## src/rtl/step_conditioner.sv

```systemverilog
// Step pulse conditioner: turns raw step square waves from the motion core
// into fixed-width driver pulses with direction setup time, keeps a signed
// position count per motor and exposes config/status on a small register bus.
module step_conditioner #(
    parameter int MOTORS = 3
) (
    input  logic              clk,
    input  logic              reset,
    input  logic [MOTORS-1:0] step_in,
    input  logic [MOTORS-1:0] dir_in,
    output logic [MOTORS-1:0] step_out,
    output logic [MOTORS-1:0] dir_out,
    input  logic [3:0]        addr,
    input  logic [31:0]       data_in,
    input  logic              read,
    input  logic              write,
    output logic [31:0]       data_out,
    output logic              ovf_irq
);

    typedef enum logic [1:0] {
        IDLE  = 2'd0,
        SETUP = 2'd1,
        PULSE = 2'd2,
        GAP   = 2'd3
    } stepState_e;

    // Per-motor state
    stepState_e        state_q [MOTORS];
    stepState_e        state_d [MOTORS];
    logic [7:0]        cnt_q   [MOTORS];
    logic [7:0]        cnt_d   [MOTORS];
    logic [31:0]       pos_q   [MOTORS];
    logic [31:0]       pos_d   [MOTORS];

    logic [MOTORS-1:0] stepPrev_q;
    logic [MOTORS-1:0] pending_q, pending_d;
    logic [MOTORS-1:0] ovf_q, ovf_d;
    logic [MOTORS-1:0] dir_q, dir_d;
    logic [MOTORS-1:0] stepOut_q, stepOut_d;

    // Shared configuration
    logic [7:0]        width_q, width_d;
    logic [7:0]        setup_q, setup_d;

    // Decoded helpers
    logic [MOTORS-1:0] stepReq;
    logic [MOTORS-1:0] enterPulse;
    logic [MOTORS-1:0] ovfSet;
    logic [MOTORS-1:0] posWrite;
    logic [MOTORS-1:0] busy;
    logic [1:0]        regSel;
    logic [1:0]        motorIdx;
    logic              cfgWrite;
    logic              statWrite;
    logic [7:0]        pulseLoad;

    // The bus has no read side effects, so the read strobe is informational only.
    logic              unusedRead;
    assign unusedRead = read;

    assign regSel    = addr[3:2];
    assign motorIdx  = addr[1:0];
    assign cfgWrite  = write && (regSel == 2'd1);
    assign statWrite = write && (regSel == 2'd2);
    // A zero width still produces a one-cycle pulse and gap.
    assign pulseLoad = (width_q == 8'd0) ? 8'd0 : (width_q - 8'd1);

    assign stepReq   = step_in & ~stepPrev_q;
    assign step_out  = stepOut_q;
    assign dir_out   = dir_q;
    assign ovf_irq   = |ovf_q;

    // Position write strobes, one per existing motor; indices past MOTORS are ignored.
    always_comb begin
        posWrite = '0;
        for (int m = 0; m < MOTORS; m++) begin
            posWrite[m] = write && (regSel == 2'd0) && (int'(motorIdx) == m);
        end
    end

    // Shared width/setup register; a new value only matters at the next count load.
    always_comb begin
        width_d = width_q;
        setup_d = setup_q;
        if (cfgWrite) begin
            width_d = data_in[7:0];
            setup_d = data_in[15:8];
        end
    end

    // Per-motor pulse sequencer plus pending/overflow bookkeeping.
    always_comb begin
        pending_d  = pending_q;
        dir_d      = dir_q;
        enterPulse = '0;
        ovfSet     = '0;
        for (int m = 0; m < MOTORS; m++) begin
            state_d[m] = state_q[m];
            cnt_d[m]   = cnt_q[m];
            case (state_q[m])
                IDLE: begin
                    if (stepReq[m] || pending_q[m]) begin
                        // Consuming a pending request while a fresh one arrives re-arms pending.
                        pending_d[m] = pending_q[m] & stepReq[m];
                        if (dir_in[m] != dir_q[m]) begin
                            dir_d[m] = dir_in[m];
                            if (setup_q == 8'd0) begin
                                state_d[m]    = PULSE;
                                cnt_d[m]      = pulseLoad;
                                enterPulse[m] = 1'b1;
                            end else begin
                                state_d[m] = SETUP;
                                cnt_d[m]   = setup_q - 8'd1;
                            end
                        end else begin
                            state_d[m]    = PULSE;
                            cnt_d[m]      = pulseLoad;
                            enterPulse[m] = 1'b1;
                        end
                    end
                end
                SETUP: begin
                    if (cnt_q[m] == 8'd0) begin
                        state_d[m]    = PULSE;
                        cnt_d[m]      = pulseLoad;
                        enterPulse[m] = 1'b1;
                    end else begin
                        cnt_d[m] = cnt_q[m] - 8'd1;
                    end
                end
                PULSE: begin
                    if (cnt_q[m] == 8'd0) begin
                        state_d[m] = GAP;
                        cnt_d[m]   = pulseLoad;
                    end else begin
                        cnt_d[m] = cnt_q[m] - 8'd1;
                    end
                end
                GAP: begin
                    if (cnt_q[m] == 8'd0) begin
                        state_d[m] = IDLE;
                    end else begin
                        cnt_d[m] = cnt_q[m] - 8'd1;
                    end
                end
                default: begin
                    state_d[m] = IDLE;
                end
            endcase
            if ((state_q[m] != IDLE) && stepReq[m]) begin
                if (pending_q[m]) begin
                    ovfSet[m] = 1'b1;
                end else begin
                    pending_d[m] = 1'b1;
                end
            end
        end
    end

    // Registered step output follows the next state so the pins never glitch.
    always_comb begin
        stepOut_d = '0;
        busy      = '0;
        for (int m = 0; m < MOTORS; m++) begin
            stepOut_d[m] = (state_d[m] == PULSE);
            busy[m]      = (state_q[m] != IDLE);
        end
    end

    // Position counters and sticky overflow; bus writes beat the step update, a set beats a clear.
    always_comb begin
        ovf_d = ovfSet | (ovf_q & ~(statWrite ? data_in[MOTORS-1:0] : '0));
        for (int m = 0; m < MOTORS; m++) begin
            pos_d[m] = pos_q[m];
            if (posWrite[m]) begin
                pos_d[m] = data_in;
            end else if (enterPulse[m]) begin
                pos_d[m] = pos_q[m] + (dir_d[m] ? 32'hFFFF_FFFF : 32'd1);
            end
        end
    end

    // Combinational read mux; anything unmapped reads as zero.
    always_comb begin
        data_out = '0;
        case (regSel)
            2'd0: begin
                for (int m = 0; m < MOTORS; m++) begin
                    if (int'(motorIdx) == m) begin
                        data_out = pos_q[m];
                    end
                end
            end
            2'd1: begin
                data_out = {16'd0, setup_q, width_q};
            end
            2'd2: begin
                data_out[MOTORS-1:0]  = ovf_q;
                data_out[8 +: MOTORS] = busy;
            end
            default: begin
                data_out = '0;
            end
        endcase
    end

    // All state registers; reset drops step_out immediately without touching counts further.
    always_ff @(posedge clk or posedge reset) begin
        if (reset) begin
            for (int m = 0; m < MOTORS; m++) begin
                state_q[m] <= IDLE;
                cnt_q[m]   <= '0;
                pos_q[m]   <= '0;
            end
            stepPrev_q <= '0;
            pending_q  <= '0;
            ovf_q      <= '0;
            dir_q      <= '0;
            stepOut_q  <= '0;
            width_q    <= 8'd50;
            setup_q    <= 8'd25;
        end else begin
            for (int m = 0; m < MOTORS; m++) begin
                state_q[m] <= state_d[m];
                cnt_q[m]   <= cnt_d[m];
                pos_q[m]   <= pos_d[m];
            end
            stepPrev_q <= step_in;
            pending_q  <= pending_d;
            ovf_q      <= ovf_d;
            dir_q      <= dir_d;
            stepOut_q  <= stepOut_d;
            width_q    <= width_d;
            setup_q    <= setup_d;
        end
    end

endmodule

```

## config.mk

```make
export PLATFORM = sky130hd
export DESIGN_NAME = step_conditioner
export DESIGN_NICKNAME = d
export VERILOG_FILES = /design/src/rtl/step_conditioner.sv
export SDC_FILE = /design/constraint.sdc
export NUM_CORES = 1
export LEC_CHECK = 0
export ABC_AREA = 1
export BUFFER_PORTS_ARGS = -buffer_cell sky130_fd_sc_hd__buf_4
export CORE_ASPECT_RATIO = 1.5
export CORE_MARGIN = 8
export CORE_UTILIZATION = 51
export CTS_BUF_LIST = sky130_fd_sc_hd__clkbuf_4 sky130_fd_sc_hd__clkbuf_8
export DETAILED_ROUTE_END_ITERATION = 7
export PLACE_DENSITY = 0.69
export SETUP_SLACK_MARGIN = 0.15
export SYNTH_ARGS = -nofsm -noshare
export SYNTH_HDL_FRONTEND = slang
export SYNTH_SLANG_ARGS = --single-unit
```

## constraint.sdc

```tcl
create_clock -name clk -period 8.79 [get_ports clk]
set_input_delay 1.3185 -clock clk [delete_from_list [all_inputs] [get_ports clk]]
set_output_delay 1.3185 -clock clk [all_outputs]
set_load 0.02 [all_outputs]
```

# Yosys cells after proc, flatten, opt, wreduce, memory -nomap -nowiden
# Index checks and enable logic that the tools add are counted.
[totals]
reg_bits = 157
latch_bits = 0
ram_bits = 0
rom_bits = 0
in_bits = 46
wordCells = 185
mem_count = 0
[classes]
addsub = 8
mul = 0
div_mod_pow = 0
order_cmp = 0
eq_ne = 25
n_shift = 0
n_mux = 93
n_bitwise = 8
reduce_logical = 35
[ops]
columns = ["cell", "n"]
rows = [
  ["two-way mux 32 bit", 12],
  ["two-way mux 8 bit", 14],
  ["adder 32 bit", 3],
  ["one-hot mux 8 bit (3 select lines)", 3],
  ["one-hot mux 21 bit (2 select lines)", 1],
  ["logical NOT 8 bit", 5],
  ["subtractor 8 x 1 -> 8 bit (second input constant)", 5],
  ["two-way mux 1 bit", 37],
  ["two-way mux 2 bit", 16],
  ["equality test 2 bit (second input constant)", 12],
  ["one-hot mux 2 bit (4 select lines)", 3],
  ["one-hot mux 3 bit (3 select lines)", 2],
  ["inequality test 2 bit (second input constant)", 6],
  ["nonzero test 2 bit", 6],
  ["logical NOT 2 bit", 5],
  ["one-hot mux 5 bit (2 select lines)", 1],
  ["logical AND 1 bit", 9],
  ["equality test 2 x 1 -> 1 bit (second input constant)", 4],
  ["AND 3 bit", 2],
  ["inverter 3 bit", 2],
  ["one-hot mux 1 bit (2 select lines)", 3],
  ["AND reduction 2 bit", 3],
  ["OR reduction 2 bit", 3],
  ["AND 1 bit", 3],
  ["other kinds (5)", 9],
]

# Longest topological paths before layout
[logic_depth]
depth_word = 9
mapped_depth = 21
depth_no_buf = 21

# Least setup slack after synthesis
# OpenSTA, ideal clock, no wires.
[synth_timing]
kind = "input-to-output"
from = "input port addr[0]"
to = "output port data_out[27]"
t_arrival_ns = 2.668
setup_slack_ns = 4.803
cell_stages = 7
path_cell_list = "buf_2 nor2_4 inv_2 clkbuf_1 clkbuf_1 nor2_1 nor3_1"
[synth_between]
elab_chain_len = 5
word_cells_on_any_way = 7
[synth_rtl]
columns = ["item", "line_no", "source"]
rows = [
  ["start, declared", "13", "input logic [3:0] addr,"],
  ["logical NOT 2 bit", "190", "if (int'(motorIdx) == m) begin"],
  ["two-way mux 32 bit (2 in a row)", "190", ""],
  ["two-way mux 32 bit *", "190", ""],
  ["one-hot mux 21 bit (2 select lines) *", "187", "case (regSel)"],
  ["end, declared", "17", "output logic [31:0] data_out,"],
]
# Mark *: on every way between the ends. The rest lies on a longest branch, timed or not.

# Worst setup path in the final report
[layout_timing]
from = "input port addr[2]"
to = "output port data_out[16]"
[layout_between]
elab_chain_len = 2
word_cells_on_any_way = 3
[layout_rtl]
columns = ["item", "line_no"]
rows = [
  ["equality test 2 x 1 -> 1 bit or logical NOT 2 bit (tied branches)", "187"],
  ["one-hot mux 21 bit (2 select lines) *", "187"],
]
# Marks and branches as above.

==> impl_results.md <==
* Seq cells post-synth at ~160
* Worst Setup Path Type: input port to output pin
* Max Clk Rate at 210 MHz
* Height of the die at 239 um
* VDD IR max at 231 uV
* Mapped cell area at between 15000 and 20000 um2
* Die area at 39300 um2
* Status: completed
* Utilization after layout at between 50% and 60%
* Net Sw Frac at 57.9%
* Tot GR Track Use at 30.7%
* Worst Hold Class: register to register
* GRT overflow at 0
* Internal at 3.44 mW
* Max cap viols at 0
* Initial DRC count at 1490
* CTS tree: done
* Area of the multi-input gates at 10700 um2
* Post-Place Cells at between 3000 and 4000
* Leak at ~11 nW
* Power Total at between 8 and 9 mW
* Comb pwr share at 75.3%
* Fillers at 3494
* Total CTS buffers at 17
* Max_slew headroom at 25.3%
* Antenna violations before repair at 0
* DR pass1 iterations at 5
* I/O pin count at 85
* ANT cells at 0
* Area grow syn2layout at 8.03%
* Clk_skew at 0.0207 ns
* Slew @ Worst Pin at about 1.1 ns
* Tcrit/Tclk final at 54.1%
* Hold depth at 2
* Syn_nets at 3084
* Longest Clk Path Bufs at 2
* Clk_lat worst skew at ~0.52 ns
* Global-route wire length before repair at roughly 93000 um
* Final std cells w/o fill at 3389
* FP Rows at 81
* IO buf count at 83
* Worst reg2reg path depth at 11
* Post-synthesis cell type count at 41
* Largest net degree at the start of global routing at 88
* DRC at 0
* PostCTS Resize Cnt at 0
* Layout cell share with drive strength beyond 1 at 5.99%
* Minimum clock period at 4.76 ns
* Register area share after synthesis at a little under a quarter
* Sum Neg Setup Slack at 0 ns
* Post-detail-place hpwl at 47500 um
* H-tree Lvls at 4
* Dpl cell area at 17800 um2
* Routed Wire Length at 59900 um
* Die width at 165 um
* CP Capture Type: output pin
* Post-DRT Antenna Nets at 0
* CP startpoint kind: input port
* Final setup vio count at 0
* Highest-count cells in the layout ignoring fill and taps: 1085 x nand2_1, 512 x inv_1, 214 x nor2_1
* YS warnings at 0
* Mean routed wirelength per cell at 17.7 um
* Syn Inst Count at 2913
* Power Dens Cells at between 400 and 500 nW/um2
* Starting Density at 51.7%
* Register area at 3940 um2
* Via count at 18146
* Vias in the first global route at 17247
* Commonest non-fill, non-tap cell in the layout: nand2_1
* Clock Sinks at 157
* Vias per cell at ~5.4
* Max FO, Critical Path at 27
* CP arrival at 3.44 ns
* Sequential Power Share at about 17%
* Post-CTS Setup Bufs at 0
* NumNets Final at 3132
* Clock root buffer: clkbuf_8
* RD Place Congestion at 0.992
* Clock slew at reported path FFs at 0.09 ns
* Final instance area at about 18000 um2
* Net Switching at 4.73 mW
* Final hold vios at 0
* Unrepaired setup endpoints after global routing: no
* Clock power frac at ~7.6%
* Avg Inst Size Synth at about 5.8 um2
* Core area at around 33000 um2
* Req. time, crit path at 7.47 ns
* # hold bufs at CTS at 0
* Max-slew violation total from the final report at 0
-- critical path, cell delays in order --
cell and delay, ns:
buf_4 0.11, nor2_2 0.85, inv_1 0.42, a21oi_1 0.25, o21ai_0 0.23, inv_1 0.11, buf_4 0.14
-- final cells by class --
class / count / area share (%)
clock buffers: 18 / 1.36
clock inverters: 14 / 1.01
inverters: 529 / 10.9
multi-input cells: 2164 / 58.5
flip-flops and latches: 157 / 21.6
well taps: 415 / 2.85
repair buffers: 92 / 3.79
-- state kept, by name (all words and copies together) (netlist names) --
register / count
cnt_q: 24
dir_out: 3
ovf_q: 3
pending_q: 3
pos_q: 96
setup_q: 8
state_q: 6
stepPrev_q: 3
step_out: 3
width_q: 8
-- power by group through the flow --
stage	clock [mW]	sequential, mW	combinational (mW)
finish	0.618	1.40	6.15
global route	0.654	1.43	7.03
CTS	0.627	1.40	6.12
detailed placement	0	1.41	6.08
global placement	0	1.40	5.99
floorplan	0	1.27	4.63
-- cells in the mapped netlist --
library cell	count	area (um2)
nand3b_1	3	22.5
inv_2	16	60.1
a22oi_1	4	30.0
buf_2	22	110
inv_1	513	1930
a21o_1	9	67.6
a221oi_1	7	61.3
nor3_1	27	135
or2_2	5	31.3
clkbuf_1	37	139
ha_1	122	1530
a221o_1	1	10.0
o21ai_0	142	711
o21bai_1	10	75.1
dfrtp_1	151	3780
xnor2_1	12	105
o21ai_1	23	115
nor2_2	7	43.8
or2_1	1	6.26
xor2_1	35	307
o211ai_1	19	143
a21oi_2	10	87.6
buf_6	4	45.0
a32oi_1	1	8.76
o2111ai_1	1	8.76
nand4_1	9	56.3
o32ai_1	1	8.76
nor3_2	1	10.0
a31oi_1	5	31.3
nor2_1	215	807
nand2_2	1	6.26
nand3_1	197	986
fa_1	3	60.1
dfstp_2	6	158
o221ai_1	7	61.3
nor3_4	1	16.3
nor2_4	4	45.0
a21oi_1	174	871
nand2_1	1085	4070
nand3_2	1	10.0
o22ai_1	21	131
-- logic make-up (layout without fill, tap and decap cells) --
| kind of cell | Yosys count | in the layout | share of synthesized area [%] |
|---|---|---|---|
| AOI/OAI and AO/OA | 435 | 435 | 14.3 |
| DFF | 157 | 157 | 23.3 |
| buffers and inverters | 592 | 653 | 13.5 |
| adders and majority gates | 125 | 125 | 9.40 |
| and+or+nand+nor | 1557 | 1557 | 37.0 |
| xor gates and xnor gates | 47 | 47 | 2.44 |
-- layer usage --
layer	track usage, %	vias to the layer above	wire (um)
met2	53.5	557	29600
met1	33.4	8190	23000
li1	-	9210	-
met4	21.8	0	4590
met3	4.38	189	2790
met5	0	-	0
-- metrics by stage --
stage          worst slack [ns]  hold slack, ns
5_1_grt                    4.01           0.516
3_3_place_gp               4.17           0.467
3_5_place_dp               4.08           0.484
6_report                   4.03           0.509
2_1_floorplan              3.25           0.449
4_1_cts                    4.16           0.504
-- worst paths after layout --
path,from,end,slack (ns)
setup / recovery,addr[2],data_out[16],4.03
hold / removal,pos_q[95]$_DFFE_PP0P_,pos_q[95]$_DFFE_PP0P_,0.51
setup reg to reg,setup_q[0]$_DFFE_PP1P_,pos_q[82]$_DFFE_PP0P_,5.00
hold reg to reg,pos_q[95]$_DFFE_PP0P_,pos_q[95]$_DFFE_PP0P_,0.51
max in group asynchronous,reset,stepPrev_q[2]$_DFF_PP0_,6.31
min in group asynchronous,reset,state_q[5]$_DFF_PP0_,0.97
No activity file was read; power rests on OpenSTA's default activity.
